**src/rtl/mc_ctrl_pkg.sv**
```systemverilog
// Shared encodings for the multi-cycle MIPS control sequencer: FSM states,
// opcode/funct constants, ALU and next-PC select codes, instruction class vector.
package mc_ctrl_pkg;

  typedef enum logic [2:0] {
    FETCH  = 3'd0,
    DECODE = 3'd1,
    EXEC   = 3'd2,
    MEM    = 3'd3,
    WB     = 3'd4
  } state_t;

  localparam logic [5:0] OP_RTYPE = 6'b000000;
  localparam logic [5:0] OP_ORI   = 6'b001101;
  localparam logic [5:0] OP_LUI   = 6'b001111;
  localparam logic [5:0] OP_LW    = 6'b100011;
  localparam logic [5:0] OP_SW    = 6'b101011;
  localparam logic [5:0] OP_BEQ   = 6'b000100;
  localparam logic [5:0] OP_J     = 6'b000010;
  localparam logic [5:0] OP_JAL   = 6'b000011;

  localparam logic [5:0] FN_ADDU  = 6'b100001;
  localparam logic [5:0] FN_SUBU  = 6'b100011;
  localparam logic [5:0] FN_XOR   = 6'b100110;
  localparam logic [5:0] FN_JR    = 6'b001000;

  localparam logic [2:0] ALU_NOP  = 3'b000;
  localparam logic [2:0] ALU_OR   = 3'b001;
  localparam logic [2:0] ALU_ADD  = 3'b010;
  localparam logic [2:0] ALU_SUB  = 3'b011;
  localparam logic [2:0] ALU_XOR  = 3'b100;
  localparam logic [2:0] ALU_LUI  = 3'b110;

  localparam logic [1:0] NPC_PC4    = 2'b00;
  localparam logic [1:0] NPC_BRANCH = 2'b01;
  localparam logic [1:0] NPC_J26    = 2'b10;
  localparam logic [1:0] NPC_RS     = 2'b11;

  // One-hot instruction class; all-zero means the encoding is unsupported.
  typedef struct packed {
    logic is_addu;
    logic is_subu;
    logic is_xor;
    logic is_jr;
    logic is_ori;
    logic is_lui;
    logic is_lw;
    logic is_sw;
    logic is_beq;
    logic is_j;
    logic is_jal;
  } instr_cls_t;

endpackage

```
**src/rtl/mc_ctrl_if.sv**
```systemverilog
// Controller-to-datapath bundle: IR/flag/ack inputs, enables, selects, counters.
// master = the sequencer, slave = the datapath side.
interface mc_ctrl_if;
  logic [31:0] instr;
  logic        zero;
  logic        mem_ack;

  logic        ir_we;
  logic        pc_we;
  logic [1:0]  npc_sel;
  logic        regw;
  logic        regdst;
  logic        jal_dst;
  logic        memtoreg;
  logic        alusrc;
  logic        signop;
  logic        zeroop;
  logic [2:0]  alu_op;
  logic        mem_req;
  logic        mem_we;
  logic        illegal;
  logic [31:0] retired;
  logic [31:0] cycles;

  modport master (
    input  instr, zero, mem_ack,
    output ir_we, pc_we, npc_sel, regw, regdst, jal_dst, memtoreg, alusrc,
           signop, zeroop, alu_op, mem_req, mem_we, illegal, retired, cycles
  );

  modport slave (
    output instr, zero, mem_ack,
    input  ir_we, pc_we, npc_sel, regw, regdst, jal_dst, memtoreg, alusrc,
           signop, zeroop, alu_op, mem_req, mem_we, illegal, retired, cycles
  );
endinterface

```
**src/rtl/mc_ctrl_decode.sv**
```systemverilog
// Purely combinational instruction classifier: opcode/funct to a one-hot
// class vector plus an illegal flag.
module mc_decode
  import mc_ctrl_pkg::*;
(
  input  logic [31:0] instr_i,
  output instr_cls_t  cls_o,
  output logic        illegal_o
);
  logic [5:0] opcode;
  logic [5:0] funct;
  logic       unused_fields;

  assign opcode        = instr_i[31:26];
  assign funct         = instr_i[5:0];
  assign unused_fields = ^instr_i[25:6];

  always_comb begin
    // NOTE: default every output first so no path through the case infers a latch.
    cls_o = '0;
    case (opcode)
      OP_RTYPE: begin
        case (funct)
          FN_ADDU: cls_o.is_addu = 1'b1;
          FN_SUBU: cls_o.is_subu = 1'b1;
          FN_XOR:  cls_o.is_xor  = 1'b1;
          FN_JR:   cls_o.is_jr   = 1'b1;
          default: ;
        endcase
      end
      OP_ORI:  cls_o.is_ori = 1'b1;
      OP_LUI:  cls_o.is_lui = 1'b1;
      OP_LW:   cls_o.is_lw  = 1'b1;
      OP_SW:   cls_o.is_sw  = 1'b1;
      OP_BEQ:  cls_o.is_beq = 1'b1;
      OP_J:    cls_o.is_j   = 1'b1;
      OP_JAL:  cls_o.is_jal = 1'b1;
      default: ;
    endcase
  end

  assign illegal_o = (cls_o == '0);

endmodule

```
**src/rtl/mc_ctrl.sv**
```systemverilog
// Multi-cycle FETCH/DECODE/EXEC/MEM/WB sequencer for the MIPS subset.
// Define MC_CTRL_PERF_EN to build the retired/cycles performance counters.
module mc_ctrl
  import mc_ctrl_pkg::*;
(
  input  logic      clk,
  input  logic      reset,
  mc_ctrl_if.master bus
);
  state_t     state_q;
  state_t     state_out;
  instr_cls_t cls;
  logic       dec_illegal;
  logic       is_rtype_alu;

  mc_decode u_decode (
    .instr_i   (bus.instr),
    .cls_o     (cls),
    .illegal_o (dec_illegal)
  );

  assign is_rtype_alu = cls.is_addu | cls.is_subu | cls.is_xor;

  always_ff @(posedge clk) begin
    // NOTE: sequential state uses <= so every flop samples pre-edge values.
    if (reset) begin
      state_q <= FETCH;
    end else begin
      case (state_q)
        FETCH:  state_q <= DECODE;
        DECODE: state_q <= dec_illegal ? FETCH : EXEC;
        EXEC: begin
          if (cls.is_beq | cls.is_j | cls.is_jr) state_q <= FETCH;
          else if (cls.is_lw | cls.is_sw)        state_q <= MEM;
          else                                   state_q <= WB;
        end
        MEM: begin
          if (bus.mem_ack) state_q <= cls.is_lw ? WB : FETCH;
        end
        WB:      state_q <= FETCH;
        default: state_q <= FETCH;
      endcase
    end
  end

  // While reset is held, present FETCH outputs so an aborted instruction
  // never issues a register write or PC update.
  assign state_out = reset ? FETCH : state_q;

  always_comb begin
    bus.ir_we    = 1'b0;
    bus.pc_we    = 1'b0;
    bus.npc_sel  = NPC_PC4;
    bus.regw     = 1'b0;
    bus.regdst   = 1'b0;
    bus.jal_dst  = 1'b0;
    bus.memtoreg = 1'b0;
    bus.alusrc   = 1'b0;
    bus.signop   = 1'b0;
    bus.zeroop   = 1'b0;
    bus.alu_op   = ALU_NOP;
    bus.mem_req  = 1'b0;
    bus.mem_we   = 1'b0;
    bus.illegal  = 1'b0;

    // Extender selects follow the instruction from DECODE until it retires.
    if (state_out != FETCH) begin
      bus.signop = cls.is_lw | cls.is_sw | cls.is_beq;
      bus.zeroop = cls.is_ori | cls.is_lui;
    end

    case (state_out)
      FETCH: bus.ir_we = 1'b1;

      DECODE: begin
        if (dec_illegal) begin
          bus.illegal = 1'b1;
          bus.pc_we   = 1'b1;
        end
      end

      EXEC: begin
        bus.alusrc = cls.is_ori | cls.is_lui | cls.is_lw | cls.is_sw;
        if (cls.is_addu | cls.is_lw | cls.is_sw) bus.alu_op = ALU_ADD;
        else if (cls.is_subu | cls.is_beq)       bus.alu_op = ALU_SUB;
        else if (cls.is_ori)                     bus.alu_op = ALU_OR;
        else if (cls.is_xor)                     bus.alu_op = ALU_XOR;
        else if (cls.is_lui)                     bus.alu_op = ALU_LUI;

        if (cls.is_beq) begin
          bus.pc_we   = 1'b1;
          bus.npc_sel = bus.zero ? NPC_BRANCH : NPC_PC4;
        end else if (cls.is_j) begin
          bus.pc_we   = 1'b1;
          bus.npc_sel = NPC_J26;
        end else if (cls.is_jr) begin
          bus.pc_we   = 1'b1;
          bus.npc_sel = NPC_RS;
        end
      end

      MEM: begin
        bus.mem_req = 1'b1;
        bus.mem_we  = cls.is_sw;
        bus.pc_we   = cls.is_sw & bus.mem_ack;
      end

      WB: begin
        bus.regw     = 1'b1;
        bus.pc_we    = 1'b1;
        bus.npc_sel  = cls.is_jal ? NPC_J26 : NPC_PC4;
        bus.regdst   = is_rtype_alu;
        bus.memtoreg = cls.is_lw;
        bus.jal_dst  = cls.is_jal;
      end

      default: ;
    endcase
  end

`ifdef MC_CTRL_PERF_EN
  logic [31:0] cycles_q, cycles_d;
  logic [31:0] retired_q, retired_d;

  assign cycles_d  = cycles_q + 32'd1;
  assign retired_d = retired_q + {31'd0, bus.pc_we};

  always_ff @(posedge clk) begin
    if (reset) begin
      cycles_q  <= '0;
      retired_q <= '0;
    end else begin
      cycles_q  <= cycles_d;
      retired_q <= retired_d;
    end
  end

  assign bus.cycles  = cycles_q;
  assign bus.retired = retired_q;
`else
  assign bus.cycles  = '0;
  assign bus.retired = '0;
`endif

endmodule

```
**src/flat_wrapper.sv**
```systemverilog
// flat-port wrapper written by rule: the top's interface ports become plain ports
module mc_ctrl_flat import mc_ctrl_pkg::*;
  (clk, reset, bus_instr, bus_zero, bus_mem_ack, bus_ir_we, bus_pc_we, bus_npc_sel, bus_regw, bus_regdst, bus_jal_dst, bus_memtoreg, bus_alusrc, bus_signop, bus_zeroop, bus_alu_op, bus_mem_req, bus_mem_we, bus_illegal, bus_retired, bus_cycles);
  mc_ctrl_if bus_i ();
  input  logic clk;
  input  logic reset;
  input wire logic [$bits(bus_i.instr)-1:0] bus_instr;
  input wire logic [$bits(bus_i.zero)-1:0] bus_zero;
  input wire logic [$bits(bus_i.mem_ack)-1:0] bus_mem_ack;
  output wire logic [$bits(bus_i.ir_we)-1:0] bus_ir_we;
  output wire logic [$bits(bus_i.pc_we)-1:0] bus_pc_we;
  output wire logic [$bits(bus_i.npc_sel)-1:0] bus_npc_sel;
  output wire logic [$bits(bus_i.regw)-1:0] bus_regw;
  output wire logic [$bits(bus_i.regdst)-1:0] bus_regdst;
  output wire logic [$bits(bus_i.jal_dst)-1:0] bus_jal_dst;
  output wire logic [$bits(bus_i.memtoreg)-1:0] bus_memtoreg;
  output wire logic [$bits(bus_i.alusrc)-1:0] bus_alusrc;
  output wire logic [$bits(bus_i.signop)-1:0] bus_signop;
  output wire logic [$bits(bus_i.zeroop)-1:0] bus_zeroop;
  output wire logic [$bits(bus_i.alu_op)-1:0] bus_alu_op;
  output wire logic [$bits(bus_i.mem_req)-1:0] bus_mem_req;
  output wire logic [$bits(bus_i.mem_we)-1:0] bus_mem_we;
  output wire logic [$bits(bus_i.illegal)-1:0] bus_illegal;
  output wire logic [$bits(bus_i.retired)-1:0] bus_retired;
  output wire logic [$bits(bus_i.cycles)-1:0] bus_cycles;
  assign bus_i.instr = bus_instr;
  assign bus_i.zero = bus_zero;
  assign bus_i.mem_ack = bus_mem_ack;
  assign bus_ir_we = bus_i.ir_we;
  assign bus_pc_we = bus_i.pc_we;
  assign bus_npc_sel = bus_i.npc_sel;
  assign bus_regw = bus_i.regw;
  assign bus_regdst = bus_i.regdst;
  assign bus_jal_dst = bus_i.jal_dst;
  assign bus_memtoreg = bus_i.memtoreg;
  assign bus_alusrc = bus_i.alusrc;
  assign bus_signop = bus_i.signop;
  assign bus_zeroop = bus_i.zeroop;
  assign bus_alu_op = bus_i.alu_op;
  assign bus_mem_req = bus_i.mem_req;
  assign bus_mem_we = bus_i.mem_we;
  assign bus_illegal = bus_i.illegal;
  assign bus_retired = bus_i.retired;
  assign bus_cycles = bus_i.cycles;
  mc_ctrl u_core (.clk(clk), .reset(reset), .bus(bus_i));
endmodule
```
**config.mk**
```make
export PLATFORM = sky130hd
export DESIGN_NAME = mc_ctrl_flat
export DESIGN_NICKNAME = d
export VERILOG_FILES = /design/src/rtl/mc_ctrl_pkg.sv /design/src/rtl/mc_ctrl_if.sv /design/src/rtl/mc_ctrl_decode.sv /design/src/rtl/mc_ctrl.sv /design/src/flat_wrapper.sv
export SDC_FILE = /design/constraint.sdc
export NUM_CORES = 1
export LEC_CHECK = 0
export BUFFER_PORTS_ARGS = -buffer_cell sky130_fd_sc_hd__buf_2
export CAP_MARGIN = 5
export CORE_MARGIN = 8
export CORE_UTILIZATION = 38
export CTS_CLUSTER_DIAMETER = 100
export CTS_CLUSTER_SIZE = 8
export DETAILED_ROUTE_END_ITERATION = 8
export GPL_ROUTABILITY_DRIVEN = 0
export PLACE_DENSITY = 0.86
export SLEW_MARGIN = 30
export SYNTH_ARGS = -nofsm -noshare
export SYNTH_HDL_FRONTEND = slang
export SYNTH_SLANG_ARGS = --single-unit
```
**constraint.sdc**
```tcl
create_clock -name clk -period 3.35 [get_ports clk]
set_input_delay 0.335 -clock clk [delete_from_list [all_inputs] [get_ports clk]]
set_output_delay 0.335 -clock clk [all_outputs]
set_load 0.1 [all_outputs]
```
==> results.md, run 1 <==
- Outcome: completed
- Wirelength, routed: 2750 um
- Largest net degree at the start of global routing: 11
- Via-to-Cell Ratio: 4.41
- Max reg flops: 3
- Ys flop type: dfxtp_1
- Static Leak: 0.000572 uW
- Final hold vios: 0
- Highest net fanout along the worst path: 8
- Iteration count of the initial detailed-routing pass: 4
- EDFF count, synth: 0
- Finished Layout Cells: roughly 220
- Port bufs: 32
- Post_cts resized: 0
- Req. time, crit path: between 3 and 4 ns
- Ranking of synthesized cells by area: buf_4 (44%), dfxtp_1 (5.5%), nor2_1 (4.2%)
- Die extent in x: 69.4 um
- Synth Cell Area: about 1100 um2
- Layout cells sized above 1: between 20% and 30%
- Total core area: 2730 um2
- Root buf cell: clkbuf_4
- Clock-pin slew on the worst setup and hold paths: 0.04 ns
- Total grt overflow: 0
- Synth top area share: ~44%
- Crit path launch type: flop
- Inst Count DP: 214
- Reg with most FFs: u_core.state_q
- Gate Count Post-Synth: 154
- Ant. Diodes: 0
- Initial antenna violation count: 0
- Post-synth top cells: buf_4 (64), nor2_1 (12), nand3_1 (8)
- Hpwl dp: 2460 um
- Worst Skew: 0.00204 ns
- RSZ-0062 raised after global routing: false
- Max IR drop VDD: 0.000263 V
- Initial DRC count: 17
- Max Freq: 402 MHz
- DIE AREA: 4820 um2
- Hold Slack: 0.472 ns
- Final #Nets: 224
- Initial core utilization: 39.7%
- Critical path arrival: between 2 and 2.5 ns
- Synth Area per Inst: around 7 um2
- All-layer global routing usage: 10.3%
- Max-cap violations: 0
- Site row count: 19
- Async set-reset flop share out of synthesis: 0%
- Depth of the worst hold-timing path: 4
- Period utilization: between 70% and 80%
- Power Density: 450 nW/um2
- Hold Crit Class: input pin to flop
- Ports: around 120
- Yosys reg bits: 3
- Unique masters post-synth: 39
- CTS tree: done
- Via count: 961
- Biggest area consumer among synthesized cells: buf_4
- Clock Sinks: 3
- Synth Warn #: 0
- Cell with the most instances after synthesis: buf_4
- Reg2Reg Depth: 3
- Setup Viol. Count Final: 0
- Clk_lat worst skew: 0.23 ns
- Post-CTS Setup Repair Bufs: 0
- Fill count: 308
- Slew Viols, Final: 0
- Drt drc: 0
- Hold-fix buffers at CTS: 0
- DR WL/cell: 12.6 um
- First-pass GRT wire length: ~4300 um
- Min Tclk post-route: about 2.5 ns
- Syn-to-layout area delta: -0.230%
- Top Registers: u_core.state_q: 3 flops
- H-tree levels: 1
- Sequential fraction of the synthesis area: 5.54%
- Worst setup EP type: output port
- Number of global-route vias before repair: roughly 1,000
- Maximum buffer depth of the clock tree: 2
- Post-route ant nets: 0
- Die Y: 69.4 um
- Crit path kind: flop to output port
- Num CTS Buffers: 3
## critical path, cell delays in order (launching register included)
cell,delay [ns]
dfxtp_1,0.36
or4b_1,0.67
nor4_4,0.30
o21bai_1,0.15
buf_2,0.44
## cell type report
cell class,count,area (um2),area share [%]
Multi-Input combinational cell,143,778,71.9
Sequential cell,3,60.1,5.55
Inverter,5,18.8,1.73
Timing Repair Buffer,32,160,14.8
Tap cell,31,38.8,3.58
Clock buffer,4,26.3,2.43
## routing by layer
metal	vias up	GRT usage (%)	part of all wire, %
met2	60	18.6	51
met3	0	6.15	13
li1	464	-	-
met5	-	0	0
met1	437	9.72	36
met4	0	2.28	0
## layout by cell type (no fill, tap or decap), types with 2 or more instances in the layout
master     n
nand4_1    2
o21ai_0    2
nor2_1    12
nor2b_1    6
nand2_1    7
o211ai_1   2
clkbuf_4   3
dfxtp_1    3
buf_2     32
inv_1      5
or3_1      2
nor3_1     3
a21boi_0   2
nand3b_1   2
nor4_4     2
a21oi_1    6
and3_1     2
nand3_1    8
conb_1    64
## kinds of logic after synthesis
family | synth area share, %
AO/OA/AOI/OAI | 16.3
XOR/XNOR | 0.808
buffers and inverters | 46.9
flip-flops | 5.54
other | 0.346
AND/OR/NAND/NOR | 30.1
## path summary, 6_finish.rpt
path                                       start                              to  slack [ns]
setup / recovery  u_core.state_q[1]$_SDFFE_PP0P_                  bus_npc_sel[1]        0.86
hold / removal                             reset  u_core.state_q[2]$_SDFFE_PP0P_        0.47
setup reg to reg  u_core.state_q[1]$_SDFFE_PP0P_  u_core.state_q[1]$_SDFFE_PP0P_        2.19
hold reg to reg   u_core.state_q[1]$_SDFFE_PP0P_  u_core.state_q[2]$_SDFFE_PP0P_        0.55
## per-stage QoR
| stage | util (%) | total power, uW | area (um2) | TNS, ns | setup slack (ns) |
|---|---|---|---|---|---|
| after CTS | 39.6 | 486 | 1080 | 0 | 0.847 |
| after floorplan | - | 457 | 1350 | -0.0211 | -0.0211 |
| final | 39.6 | 487 | 1080 | 0 | 0.862 |
| after detailed placement | 38.6 | 422 | 1060 | 0 | 0.847 |
| after global placement | 38.6 | 421 | 1060 | 0 | 0.866 |
| after global routing | 39.6 | 505 | 1080 | 0 | 0.726 |
## report_power, final
part | switching (uW) | internal, uW | leakage, uW
Sequential | 2.82 | 37.3 | 0.0000245
Combinational | 363 | 22.3 | 0.000532
Clock | 17.6 | 44.6 | 0.0000150
Note: power is estimated with default switching activity, not from simulation.
==> run 2: changes to the inputs <==
--- a/config.mk
+++ b/config.mk
@@ -8,12 +8,12 @@
 export BUFFER_PORTS_ARGS = -buffer_cell sky130_fd_sc_hd__buf_2
 export CAP_MARGIN = 5
 export CORE_MARGIN = 8
-export CORE_UTILIZATION = 38
+export CORE_UTILIZATION = 35
 export CTS_CLUSTER_DIAMETER = 100
 export CTS_CLUSTER_SIZE = 8
 export DETAILED_ROUTE_END_ITERATION = 8
 export GPL_ROUTABILITY_DRIVEN = 0
-export PLACE_DENSITY = 0.86
+export PLACE_DENSITY = 0.8
 export SLEW_MARGIN = 30
 export SYNTH_ARGS = -nofsm -noshare
 export SYNTH_HDL_FRONTEND = slang
==> constraint.sdc (replaced) <==
create_clock -name clk -period 2.3 [get_ports clk]
set_input_delay 0.23 -clock clk [delete_from_list [all_inputs] [get_ports clk]]
set_output_delay 0.23 -clock clk [all_outputs]
set_load 0.1 [all_outputs]
==> results.md, run 2 (synthesized netlist as in run 1, its figures left out) <==
- Number of global-route vias before repair: 1,039
- Max Freq: roughly 450 MHz
- Clk_lat worst skew: 0.24 ns
- Initial core utilization: between 30% and 40%
- Combinational fraction of design power: 78.3%
- Root buf cell: clkbuf_4
- Crit path kind: flop to output port
- Hold-fix buffers at CTS: 0
- Site row count: 20
- Hold Crit Class: input pin to flop
- Post-route ant nets: 0
- Most frequent cells in the layout: conb_1 (64), buf_2 (28), nor2_1 (9), nand3_1 (8), nand2_1 (7)
- Slowest Stage Delay on Critical Path: 0.61 ns
- Fin Setup TNS: 0 ns
- Hold Path Sink: u_core.state_q[2]$_SDFFE_PP0P_
- Initial DRC count: 32
- Clock-pin slew on the worst setup and hold paths: 0.04 ns
- RR Endpoint: u_core.state_q[1]$_SDFFE_PP0P_
- Ant. Diodes: 0
- Max reg flops: 3
- Register area: 60.1 um2
- Layout Utilization: 40.3%
- DR WL/cell: 12.6 um
- Iteration count of the initial detailed-routing pass: 4
- Ports: ~120
- H-tree levels: 1
- Reg with most FFs: u_core.state_q
- Crit path launch type: flop
- Total core area: approximately 3000 um2
- Syn-to-layout area delta: 11.4%
- Maximum buffer depth of the clock tree: 2
- Multi-input logic area: around 830 um2
- Power Density: 600 nW/um2
- Clock Sinks: 3
- Req. time, crit path: 2.07 ns
- Seq pwr share: between 8 and 9%
- Period utilization: between 90% and 100%
- Hpwl dp: 2500 um
- Total grt overflow: 0
- Min Tclk post-route: 2.22 ns
- Fill count: 329
- Top Registers: u_core.state_q: 3 flops
- Post-CTS Setup Repair Bufs: 0
- Highest net fanout along the worst path: 8
- All-layer global routing usage: 10.4%
- Largest net degree at the start of global routing: 11
- Internal Power: between 150 and 200 uW
- Setup Viol. Count Final: 0
- CTS tree: done
- Static Leak: 0.000598 uW
- Post_cts resized: 0
- Reg2Reg Depth: 3
- Worst Skew: 0.000493 ns
- Max IR drop VDD: about 0.00025 V
- Num CTS Buffers: 3
- Slowest cell on crit path: or4b_4
- Post-Place Worst Slack: 0.255 ns
- Final #Nets: 226
- Critical path arrival: 1.99 ns
- Initial antenna violation count: 0
- Die Y: 71.7 um
- Post-route setup slack: 0.0829 ns
- Slew Viols, Final: 0
- Via count: 975
- R2r setup slk: 1.14 ns
- Reg2reg start: u_core.state_q[1]$_SDFFE_PP0P_
- Layout cells sized above 1: a little under a third
- DIE AREA: 5140 um2
- Most common cell after layout, fill and taps aside: conb_1
- First-pass GRT wire length: 4370 um
- Via-to-Cell Ratio: 4.39
- Drt drc: 0
- Hold Path Origin: reset
- Worst setup EP type: output port
- Net Sw Power: around 570 uW
- Depth of the worst hold-timing path: 4
- Wirelength, routed: 2810 um
- Sw frac: 78.4%
- Worst path cell trace: or4b_4, nor4_4, o21bai_4, buf_12
- Outcome: completed
- Max-cap violations: 0
- RSZ-0062 raised after global routing: false
- Die extent in x: between 70 and 80 um
- Port bufs: 32
- Clock group share of total power: between 10% and 20%
- Final hold vios: 0
[run 2: cell type report]
| class | instances | area share (%) |
|---|---|---|
| Sequential cell | 3 | 4.97 |
| Tap cell | 33 | 3.42 |
| Timing Repair Buffer | 34 | 19.5 |
| Inverter | 5 | 1.55 |
| Clock buffer | 4 | 2.17 |
| Multi-Input combinational cell | 143 | 68.4 |
[run 2: metrics by stage]
stage / cells / total power, uW / cell area (um2) / hold WS (ns)
5_1_grt: 222 / 748 / 1210 / 0.372
4_1_cts: 222 / 724 / 1210 / 0.339
3_5_place_dp: 218 / 623 / 1180 / 0.549
6_report: 222 / 726 / 1210 / 0.344
2_1_floorplan: 217 / 671 / 1400 / 0.432
3_3_place_gp: 218 / 620 / 1180 / 0.541
[run 2: worst max-delay path, delay by kind of cell, from the launching register on]
kind,cells,cell delay [ns]
compound gates,1,0.20
buf+inv,1,0.18
flops,1,0.37
simple gates,2,0.98
[run 2: routing by layer]
| metal | routed length [um] | vias to the layer above | GRT usage (%) |
|---|---|---|---|
| met5 | 0 | - | 0 |
| met1 | 1030 | 431 | 10.2 |
| met2 | 1350 | 65 | 17.6 |
| li1 | - | 469 | - |
| met3 | 353 | 10 | 4.46 |
| met4 | 78 | 0 | 6.58 |
[run 2: worst max path at each step]
stage / start / to / slack (ns) / cells past startpoint
floorplan: u_core.state_q[0]$_SDFFE_PP0P_ / bus_npc_sel[1] / -0.49 / 4
global placement: bus_instr[27] / bus_alu_op[0] / 0.31 / 6
detailed placement: bus_instr[27] / bus_alu_op[0] / 0.25 / 6
CTS: u_core.state_q[1]$_SDFFE_PP0P_ / bus_npc_sel[1] / 0.07 / 4
global route: u_core.state_q[2]$_SDFFE_PP0P_ / bus_npc_sel[1] / 0.009 / 5
finish: u_core.state_q[1]$_SDFFE_PP0P_ / bus_npc_sel[1] / 0.08 / 4
[run 2: power by group through the flow]
stage	Clock, uW	Combinational, uW	Sequential, uW
after floorplan	0	615	56.2
after detailed placement	0	563	59.5
final	98.4	568	58.8
after CTS	102	564	58.7
after global placement	0	561	59.1
after global routing	106	583	59.4
